### config.mk
export PLATFORM = sky130hd
export DESIGN_NAME = scope_capture_flat
export DESIGN_NICKNAME = d
export VERILOG_FILES = /design/src/rtl/scope_capture_pkg.sv /design/src/rtl/scope_capture_if.sv /design/src/rtl/scope_capture_ram.sv /design/src/rtl/scope_capture.sv /design/src/flat_wrapper.sv
export SDC_FILE = /design/constraint.sdc
export NUM_CORES = 2
export LEC_CHECK = 0
export ABC_AREA = 1
export ABC_CLOCK_PERIOD_IN_PS = 2800
export BUFFER_PORTS_ARGS = -buffer_cell sky130_fd_sc_hd__buf_2
export CORE_MARGIN = 1
export CORE_UTILIZATION = 33
export CTS_CLUSTER_SIZE = 28
export DETAILED_ROUTE_END_ITERATION = 7
export MAX_ROUTING_LAYER = met4
export PLACE_DENSITY = 0.46
export SYNTH_ARGS = -nofsm -noshare
export SYNTH_HDL_FRONTEND = slang
export SYNTH_SLANG_ARGS = --single-unit
### constraint.sdc
create_clock -name iClk -period 2.8 [get_ports iClk]
set_input_delay 0.14 -clock iClk [delete_from_list [all_inputs] [get_ports iClk]]
set_output_delay 0.14 -clock iClk [all_outputs]
set_load 0.005 [all_outputs]
### src/rtl/scope_capture_pkg.sv
// Shared types and constants for the scope capture block: FSM states,
// default record geometry, trigger-direction encoding and the crossing test.
package scope_capture_pkg;

  localparam int SAMPLE_W       = 8;
  localparam int DEF_DEPTH_BITS = 9;
  localparam int DEF_PRE_TRIG   = 128;

  localparam logic TRIG_RISING  = 1'b1;
  localparam logic TRIG_FALLING = 1'b0;

  typedef enum logic [2:0] {
    ST_IDLE      = 3'd0,
    ST_PRETRIG   = 3'd1,
    ST_WAIT_TRIG = 3'd2,
    ST_POSTTRIG  = 3'd3,
    ST_READOUT   = 3'd4
  } state_t;

  // True when the step prev -> cur crosses lvl in the armed direction.
  function automatic logic trig_cross(
    input logic                rising,
    input logic [SAMPLE_W-1:0] prev,
    input logic [SAMPLE_W-1:0] cur,
    input logic [SAMPLE_W-1:0] lvl
  );
    if (rising == TRIG_RISING)
      return (prev < lvl) && (cur >= lvl);
    return (prev > lvl) && (cur <= lvl);
  endfunction

endpackage

### src/rtl/scope_capture_if.sv
// Readout stream from the capture buffer to the host-link bridge.
interface scope_capture_if;
  import scope_capture_pkg::*;

  logic [SAMPLE_W-1:0] oRd_Data;
  logic                oRd_Valid;
  logic                iRd_Ready;

  modport master (output oRd_Data, output oRd_Valid, input iRd_Ready);
  modport slave  (input oRd_Data, input oRd_Valid, output iRd_Ready);
endinterface

### src/rtl/scope_capture_ram.sv
// Simple dual-port sample store: one write port, one registered read port,
// no reset on storage so it maps onto block RAM.
module scope_capture_ram
  import scope_capture_pkg::*;
#(
  parameter int pDepthBits = DEF_DEPTH_BITS
) (
  input  logic                  iClk,
  input  logic                  iWe,
  input  logic [pDepthBits-1:0] iWAddr,
  input  logic [SAMPLE_W-1:0]   iWData,
  input  logic                  iRe,
  input  logic [pDepthBits-1:0] iRAddr,
  output logic [SAMPLE_W-1:0]   oRData
);

  logic [SAMPLE_W-1:0] r_mem [0:(1<<pDepthBits)-1];

  always_ff @(posedge iClk) begin
    if (iWe)
      r_mem[iWAddr] <= iWData;
    if (iRe)
      oRData <= r_mem[iRAddr];
  end

endmodule

### src/rtl/scope_capture.sv
// Ring-buffer capture of an ADC sample stream around a level or forced
// trigger, then oldest-first readout of the frozen record over valid/ready.
module scope_capture
  import scope_capture_pkg::*;
#(
  parameter int pDepthBits = DEF_DEPTH_BITS,
  parameter int pPreTrig   = DEF_PRE_TRIG
) (
  input  logic                iClk,
  input  logic                iRst,
  input  logic [SAMPLE_W-1:0] iADC_Data,
  input  logic                iData_Valid,
  input  logic                iArm,
  input  logic [SAMPLE_W-1:0] iTrigLevel,
  input  logic                iTrigRising,
  input  logic                iForceTrig,
  scope_capture_if.master     rd,
  output logic                oBusy,
  output logic                oTriggered,
  output logic                oDone
);

  localparam int D  = 1 << pDepthBits;
  localparam int CW = pDepthBits + 1;
  localparam logic [CW-1:0]         PRE_CNT  = CW'(pPreTrig);
  localparam logic [CW-1:0]         POST_CNT = CW'(D - pPreTrig);
  localparam logic [CW-1:0]         REC_CNT  = CW'(D);
  localparam logic [pDepthBits-1:0] PRE_OFF  = pDepthBits'(pPreTrig);

  state_t                r_state, w_state_nxt;
  logic [pDepthBits-1:0] r_wptr, r_rptr;
  logic [CW-1:0]         r_cnt, w_cnt_inc;
  logic [SAMPLE_W-1:0]   r_prev, r_level, r_data_p1, w_ram_q;
  logic                  r_rising, r_force, r_trig, r_done;
  logic                  r_vld_p0, r_vld_p1;
  logic                  w_wr, w_hit, w_issue, w_accept, w_last;

  assign w_wr      = iData_Valid && ((r_state == ST_PRETRIG) ||
                     (r_state == ST_WAIT_TRIG) || (r_state == ST_POSTTRIG));
  assign w_cnt_inc = r_cnt + 1'b1;
  assign w_hit     = (r_state == ST_WAIT_TRIG) && iData_Valid &&
                     (r_force || iForceTrig || trig_cross(r_rising, r_prev, iADC_Data, r_level));
  assign w_accept  = r_vld_p1 && rd.iRd_Ready;
  assign w_last    = w_accept && (w_cnt_inc == REC_CNT);
  // First read fires on READOUT entry; each later one is chained to an accept.
  assign w_issue   = (r_state == ST_READOUT) && !r_vld_p0 &&
                     ((!r_vld_p1 && (r_cnt == '0)) || (w_accept && !w_last));

  always_ff @(posedge iClk) begin
    if (iRst)
      r_state <= ST_IDLE;
    else
      r_state <= w_state_nxt;
  end

  always_comb begin
    w_state_nxt = r_state;
    case (r_state)
      ST_IDLE:      if (iArm) w_state_nxt = ST_PRETRIG;
      ST_PRETRIG:   if (w_wr && (w_cnt_inc == PRE_CNT)) w_state_nxt = ST_WAIT_TRIG;
      ST_WAIT_TRIG: if (w_hit) w_state_nxt = (POST_CNT == CW'(1)) ? ST_READOUT : ST_POSTTRIG;
      ST_POSTTRIG:  if (w_wr && (w_cnt_inc == POST_CNT)) w_state_nxt = ST_READOUT;
      ST_READOUT:   if (w_last) w_state_nxt = ST_IDLE;
      default:      w_state_nxt = ST_IDLE;
    endcase
  end

  always_ff @(posedge iClk) begin
    if (iRst) begin
      r_wptr    <= '0;
      r_rptr    <= '0;
      r_cnt     <= '0;
      r_force   <= 1'b0;
      r_trig    <= 1'b0;
      r_done    <= 1'b0;
      r_vld_p0  <= 1'b0;
      r_vld_p1  <= 1'b0;
      r_data_p1 <= '0;
    end else begin
      r_done <= w_last;
      if (w_wr)
        r_wptr <= r_wptr + 1'b1;
      case (r_state)
        ST_IDLE: begin
          if (iArm) begin
            r_cnt   <= '0;
            r_force <= 1'b0;
          end
        end
        ST_PRETRIG, ST_POSTTRIG: begin
          if (w_wr)
            r_cnt <= (w_state_nxt != r_state) ? '0 : w_cnt_inc;
        end
        ST_WAIT_TRIG: begin
          if (iForceTrig)
            r_force <= 1'b1;
          if (w_hit) begin
            r_rptr  <= r_wptr - PRE_OFF;
            r_trig  <= 1'b1;
            r_force <= 1'b0;
            r_cnt   <= (POST_CNT == CW'(1)) ? '0 : CW'(1);
          end
        end
        ST_READOUT: begin
          if (w_issue)
            r_rptr <= r_rptr + 1'b1;
          if (w_accept)
            r_cnt <= w_last ? '0 : w_cnt_inc;
          if (w_last)
            r_trig <= 1'b0;
        end
        default: ;
      endcase
      // p0: read issued to RAM -> p1: sample registered and held for the host
      r_vld_p0 <= w_issue;
      if (r_vld_p0) begin
        r_vld_p1  <= 1'b1;
        r_data_p1 <= w_ram_q;
      end else if (w_accept) begin
        r_vld_p1 <= 1'b0;
      end
    end
  end

  always_ff @(posedge iClk) begin
    if ((r_state == ST_IDLE) && iArm) begin
      r_level  <= iTrigLevel;
      r_rising <= iTrigRising;
    end
    if (w_wr)
      r_prev <= iADC_Data;
  end

  scope_capture_ram #(.pDepthBits(pDepthBits)) u_ram (
    .iClk   (iClk),
    .iWe    (w_wr),
    .iWAddr (r_wptr),
    .iWData (iADC_Data),
    .iRe    (w_issue),
    .iRAddr (r_rptr),
    .oRData (w_ram_q)
  );

  assign rd.oRd_Data  = r_data_p1;
  assign rd.oRd_Valid = r_vld_p1;
  assign oBusy        = (r_state != ST_IDLE);
  assign oTriggered   = r_trig;
  assign oDone        = r_done;

endmodule

### src/flat_wrapper.sv
// flat-port wrapper written by rule: the top's interface ports become plain ports
module scope_capture_flat import scope_capture_pkg::*;
#(
  parameter int pDepthBits = DEF_DEPTH_BITS,
  parameter int pPreTrig   = DEF_PRE_TRIG
)
  (iClk, iRst, iADC_Data, iData_Valid, iArm, iTrigLevel, iTrigRising, iForceTrig, oBusy, oTriggered, oDone, rd_oRd_Data, rd_oRd_Valid, rd_iRd_Ready);
  scope_capture_if rd_i ();
  input  logic iClk;
  input  logic iRst;
  input  logic [SAMPLE_W-1:0] iADC_Data;
  input  logic iData_Valid;
  input  logic iArm;
  input  logic [SAMPLE_W-1:0] iTrigLevel;
  input  logic iTrigRising;
  input  logic iForceTrig;
  output logic oBusy;
  output logic oTriggered;
  output logic oDone;
  output wire logic [$bits(rd_i.oRd_Data)-1:0] rd_oRd_Data;
  output wire logic [$bits(rd_i.oRd_Valid)-1:0] rd_oRd_Valid;
  input wire logic [$bits(rd_i.iRd_Ready)-1:0] rd_iRd_Ready;
  assign rd_oRd_Data = rd_i.oRd_Data;
  assign rd_oRd_Valid = rd_i.oRd_Valid;
  assign rd_i.iRd_Ready = rd_iRd_Ready;
  scope_capture #(.pDepthBits(pDepthBits), .pPreTrig(pPreTrig)) u_core (.iClk(iClk), .iRst(iRst), .iADC_Data(iADC_Data), .iData_Valid(iData_Valid), .iArm(iArm), .iTrigLevel(iTrigLevel), .iTrigRising(iTrigRising), .iForceTrig(iForceTrig), .rd(rd_i), .oBusy(oBusy), .oTriggered(oTriggered), .oDone(oDone));
endmodule
==> metrics.log <==
[metrics] Worst Setup End Kind: flop
[metrics] setup total negative slack: -1.12 ns
[metrics] measured slew at the worst slew-check pin: 1.24 ns
[metrics] non-filler instance count after layout: 21,500
[metrics] global placement routability congestion: 0.850
[metrics] total power per unit cell area: 631 nW/µm²
[metrics] Vias: 111,000
[metrics] hold slack final: 0.134 ns
[metrics] DP Cell Count: 20,500
[metrics] primary flip-flop cell chosen by synthesis mapping: sky130_fd_sc_hd__edfxtp_1
[metrics] HPWL Detailed: 347,000 µm
[metrics] First DRT Iteration DRCs: 10,800
[metrics] Final #Nets: 14,500
[metrics] CTS Root Buffer Type: sky130_fd_sc_hd__clkbuf_16
[metrics] Placeable Area: 502,000 µm²
[metrics] post-detailed-route wirelength per cell: 26.1 µm
[metrics] worst hold stages: 6
[metrics] Worst slew margin: 17.5%
[metrics] clock latency on the worst-skew pair: 1.05 ns
[metrics] number of synthesized flops with an enable pin: 4,121
[metrics] Hold Crit Class: input port to flop
[metrics] failing checks: negative setup slack
[metrics] DRC violations left: 0
[metrics] worst-case setup margin in the final layout: -0.182 ns
[metrics] Post-synth ARST share: 0%
[metrics] Warnings, synthesis: 0
[metrics] number of antenna violations at the first check in global routing: 22
[metrics] CP arrival: 3.78 ns
[metrics] aggregate global-route resource usage: 21.9%
[metrics] Final period util: 106%
[metrics] routed vias/inst: 5.19
[metrics] number of endpoints failing setup at the final stage: 8
[metrics] most common cell after layout, fill and taps aside: sky130_fd_sc_hd__edfxtp_1
[metrics] Hold Path End: u_core.oDone$_SDFF_PP0_
[metrics] number of buffers inserted during clock tree synthesis: 450
[metrics] post-synthesis instance area: 167,000 µm²
[metrics] critical path's largest stage delay: 0.48 ns
[metrics] count of cells along the worst register-to-register path: 14
[metrics] status: finished, violations left
[metrics] min cycle time layout: 2.98 ns
[metrics] first-pass GRT wire length: 793,000 µm
[metrics] Critical Path Start Type: flop
[metrics] crit path cell chain: inv_16 -> buf_12 -> buf_4 -> o21ai_0 -> o211ai_1 -> nand3_1 -> nand3_1 -> a21oi_1 -> nand3_1 -> buf_4 -> nand3_2 -> nand2_4 -> nand2_2 -> nand2_1
[metrics] Post-Syn Nets: 13,200
[metrics] startpoint of the lowest-slack hold path: rd_iRd_Ready
[metrics] library cell contributing the largest single delay on the critical path: sky130_fd_sc_hd__dfxtp_4
[metrics] DRT Wirelength: 560,000 µm
[metrics] sequential fraction of the synthesis area: 74.8%
[metrics] Max H-tree Level: 5
[metrics] Synth Area per Inst: 12.7 µm²
[metrics] most repeated library cell on the critical path: sky130_fd_sc_hd__nand3_1
[metrics] full die area: 507,000 µm²
[metrics] worst reg2reg setup slack: -0.18 ns
[metrics] Final Slew Violations: 0
[metrics] capture instance of the worst register-to-register path: u_core.u_ram.oRData[4]$_DFFE_PP_
[metrics] fraction of layout instances using a drive strength above 1: 17.9%
[metrics] synthesized flop and latch total: 4,165
[metrics] maximum clock skew at final layout: 0.0881 ns
[metrics] startpoint of the worst register-to-register path: u_core.r_rptr[0]$_SDFFE_PP0P_
[metrics] area growth from synthesis to layout: 22.7%
[metrics] Die H: 712 µm
[metrics] DR pass1 iterations: 5
[metrics] CTS sink cnt: 4,165
[metrics] Worst Path Class, Setup: flop to flop
[metrics] highest-count cells in the layout ignoring fill and taps: sky130_fd_sc_hd__edfxtp_1 (4,121), sky130_fd_sc_hd__nor2_1 (3,010), sky130_fd_sc_hd__o21ai_0 (1,780)
[metrics] Site Rows: 260
[metrics] clock transition at the registers of the reported paths: 0.06 ns
[metrics] unrepaired setup endpoints after global routing: yes
[metrics] synthesized instance count: 13,100
[metrics] number of global-route vias before repair: 107,000
[metrics] largest net degree at the start of global routing: 156
[metrics] number of max-cap violations: 0
[metrics] Clock Tree Buf Depth: 4
[metrics] number of nets still failing antenna checks after routing: 0
[metrics] Max VDD drop: 0.534 mV
[metrics] WP data required: 3.60 ns
[metrics] Final Hold Viols: 0
[metrics] number of I/O pins: 35
[metrics] upper clock frequency limit: 0.335 GHz
[metrics] worst-path fanout max: 22
[metrics] Pleak: 0.0692 µW
[metrics] distinct cell type count after synthesis: 36
[metrics] clock tree from TritonCTS: done
[metrics] leftover overflow at the end of global routing: 0
[metrics] Port Buffers: 34
[metrics] Initial Util: 33.2%
[metrics] width of the chip: 712 µm
[metrics] Total Power Consumption: 129,000 µW
## logic make-up (layout without fill, tap and decap cells)
family | count (synthesis) | in the layout | synth area share [%]
fa+ha+maj | 28 | 28 | 0.210
other cells | 0 | 8 | 0
flops | 4165 | 4165 | 74.8
xor+xnor | 8 | 8 | 0.0421
simple gates | 4527 | 4527 | 10.7
compound gates | 3312 | 3312 | 11.2
buf+inv | 1067 | 2745 | 2.97
## synthesized netlist by cell type, types with 44 or more instances
master / n / area (µm²)
sky130_fd_sc_hd__o21ai_0: 1811 / 9060
sky130_fd_sc_hd__edfxtp_1: 4121 / 124000
sky130_fd_sc_hd__dfxtp_1: 44 / 881
sky130_fd_sc_hd__buf_4: 75 / 563
sky130_fd_sc_hd__buf_1: 44 / 165
sky130_fd_sc_hd__a21oi_1: 210 / 1050
sky130_fd_sc_hd__nor2_1: 3033 / 11400
sky130_fd_sc_hd__o211ai_1: 432 / 3240
sky130_fd_sc_hd__o21ai_1: 256 / 1280
sky130_fd_sc_hd__o22ai_1: 506 / 3170
sky130_fd_sc_hd__inv_1: 96 / 360
sky130_fd_sc_hd__buf_2: 364 / 1820
sky130_fd_sc_hd__nand3_1: 622 / 3110
sky130_fd_sc_hd__o221ai_1: 78 / 683
sky130_fd_sc_hd__clkbuf_1: 448 / 1680
sky130_fd_sc_hd__nand2_1: 821 / 3080
## registers in the layout, summed over array words and instances, names as in the netlist
name                 cells
u_core.oDone             1
u_core.r_rptr            9
u_core.r_prev            8
u_core.oTriggered        1
u_core.r_cnt            10
u_core.rd.oRd_Valid      1
u_core.r_state           3
u_core.r_force           1
u_core.r_level           8
u_core.r_vld_p0          1
u_core.r_rising          1
u_core.u_ram.r_mem    4096
u_core.u_ram.oRData      8
u_core.r_wptr            9
u_core.rd.oRd_Data       8
## critical path: cells and delay by family (launching register included)
family	cells	cell delay [ns]
AOI/OAI and AO/OA	3	0.77
DFF	1	0.48
and+or+nand+nor	7	0.72
buffers and inverters	4	0.71
## stage by stage
stage / area (µm²) / utilization [%] / setup WS, ns
2_1_floorplan: 167000 / - / 0.295
3_3_place_gp: 187000 / 37.2 / -0.761
3_5_place_dp: 187000 / 37.2 / -0.689
4_1_cts: 203000 / 40.5 / -0.172
5_1_grt: 204000 / 40.7 / -0.259
6_report: 204000 / 40.7 / -0.182
## power breakdown
group | switching [µW] | internal, µW | total (µW)
clock network | 25300 | 33400 | 58700
logic | 1490 | 279 | 1770
registers | 9.80 | 68500 | 68500
## area by class of cell
type                    instances  area, µm²
fillers                     47000     298000
flip-flops and latches       4165     125000
multi-input cells            7875      38200
repair buffers               1806      18200
clock buffers                 552      11800
well taps                    6681       8360
clock inverters               278       2590
inverters                     108        470
diodes                          8       20.0
repair inverters                1       8.76
## how the worst max path moves through the flow
stage                                       start                                    to  slack, ns  cells past startpoint
finish              u_core.r_rptr[0]$_SDFFE_PP0P_      u_core.u_ram.oRData[4]$_DFFE_PP_      -0.18                     14
global route        u_core.r_rptr[0]$_SDFFE_PP0P_      u_core.u_ram.oRData[3]$_DFFE_PP_      -0.26                     14
CTS                 u_core.r_rptr[0]$_SDFFE_PP0P_      u_core.u_ram.oRData[6]$_DFFE_PP_      -0.17                     16
detailed placement  u_core.r_rptr[1]$_SDFFE_PP0P_      u_core.u_ram.oRData[5]$_DFFE_PP_      -0.69                     14
global placement    u_core.r_rptr[1]$_SDFFE_PP0P_      u_core.u_ram.oRData[5]$_DFFE_PP_      -0.76                     14
floorplan            u_core.r_state[1]$_SDFF_PP0_  u_core.u_ram.r_mem[100][0]$_DFFE_PP_       0.29                      8
## repair_timing
| action | in CTS | in global routing |
|---|---|---|
| gates resized for setup | 249 | 138 |
| hold endpoints to repair | 995 | 0 |
| buffers inserted | 20 | 8 |
| hold buffers | 37 | 0 |
| gates cloned | 16 | 12 |
| setup endpoints to repair | 8 | 11 |
| pin swaps | 55 | 58 |
## layer usage
metal	part of all wire (%)	vias up	track usage, %
met5	0	-	-
met4	2.9	0	5.64
met3	5.6	702	2.39
met2	46	3310	34.2
met1	45	56500	30.5
li1	-	50900	-
Note: power is estimated with default switching activity, not from simulation.
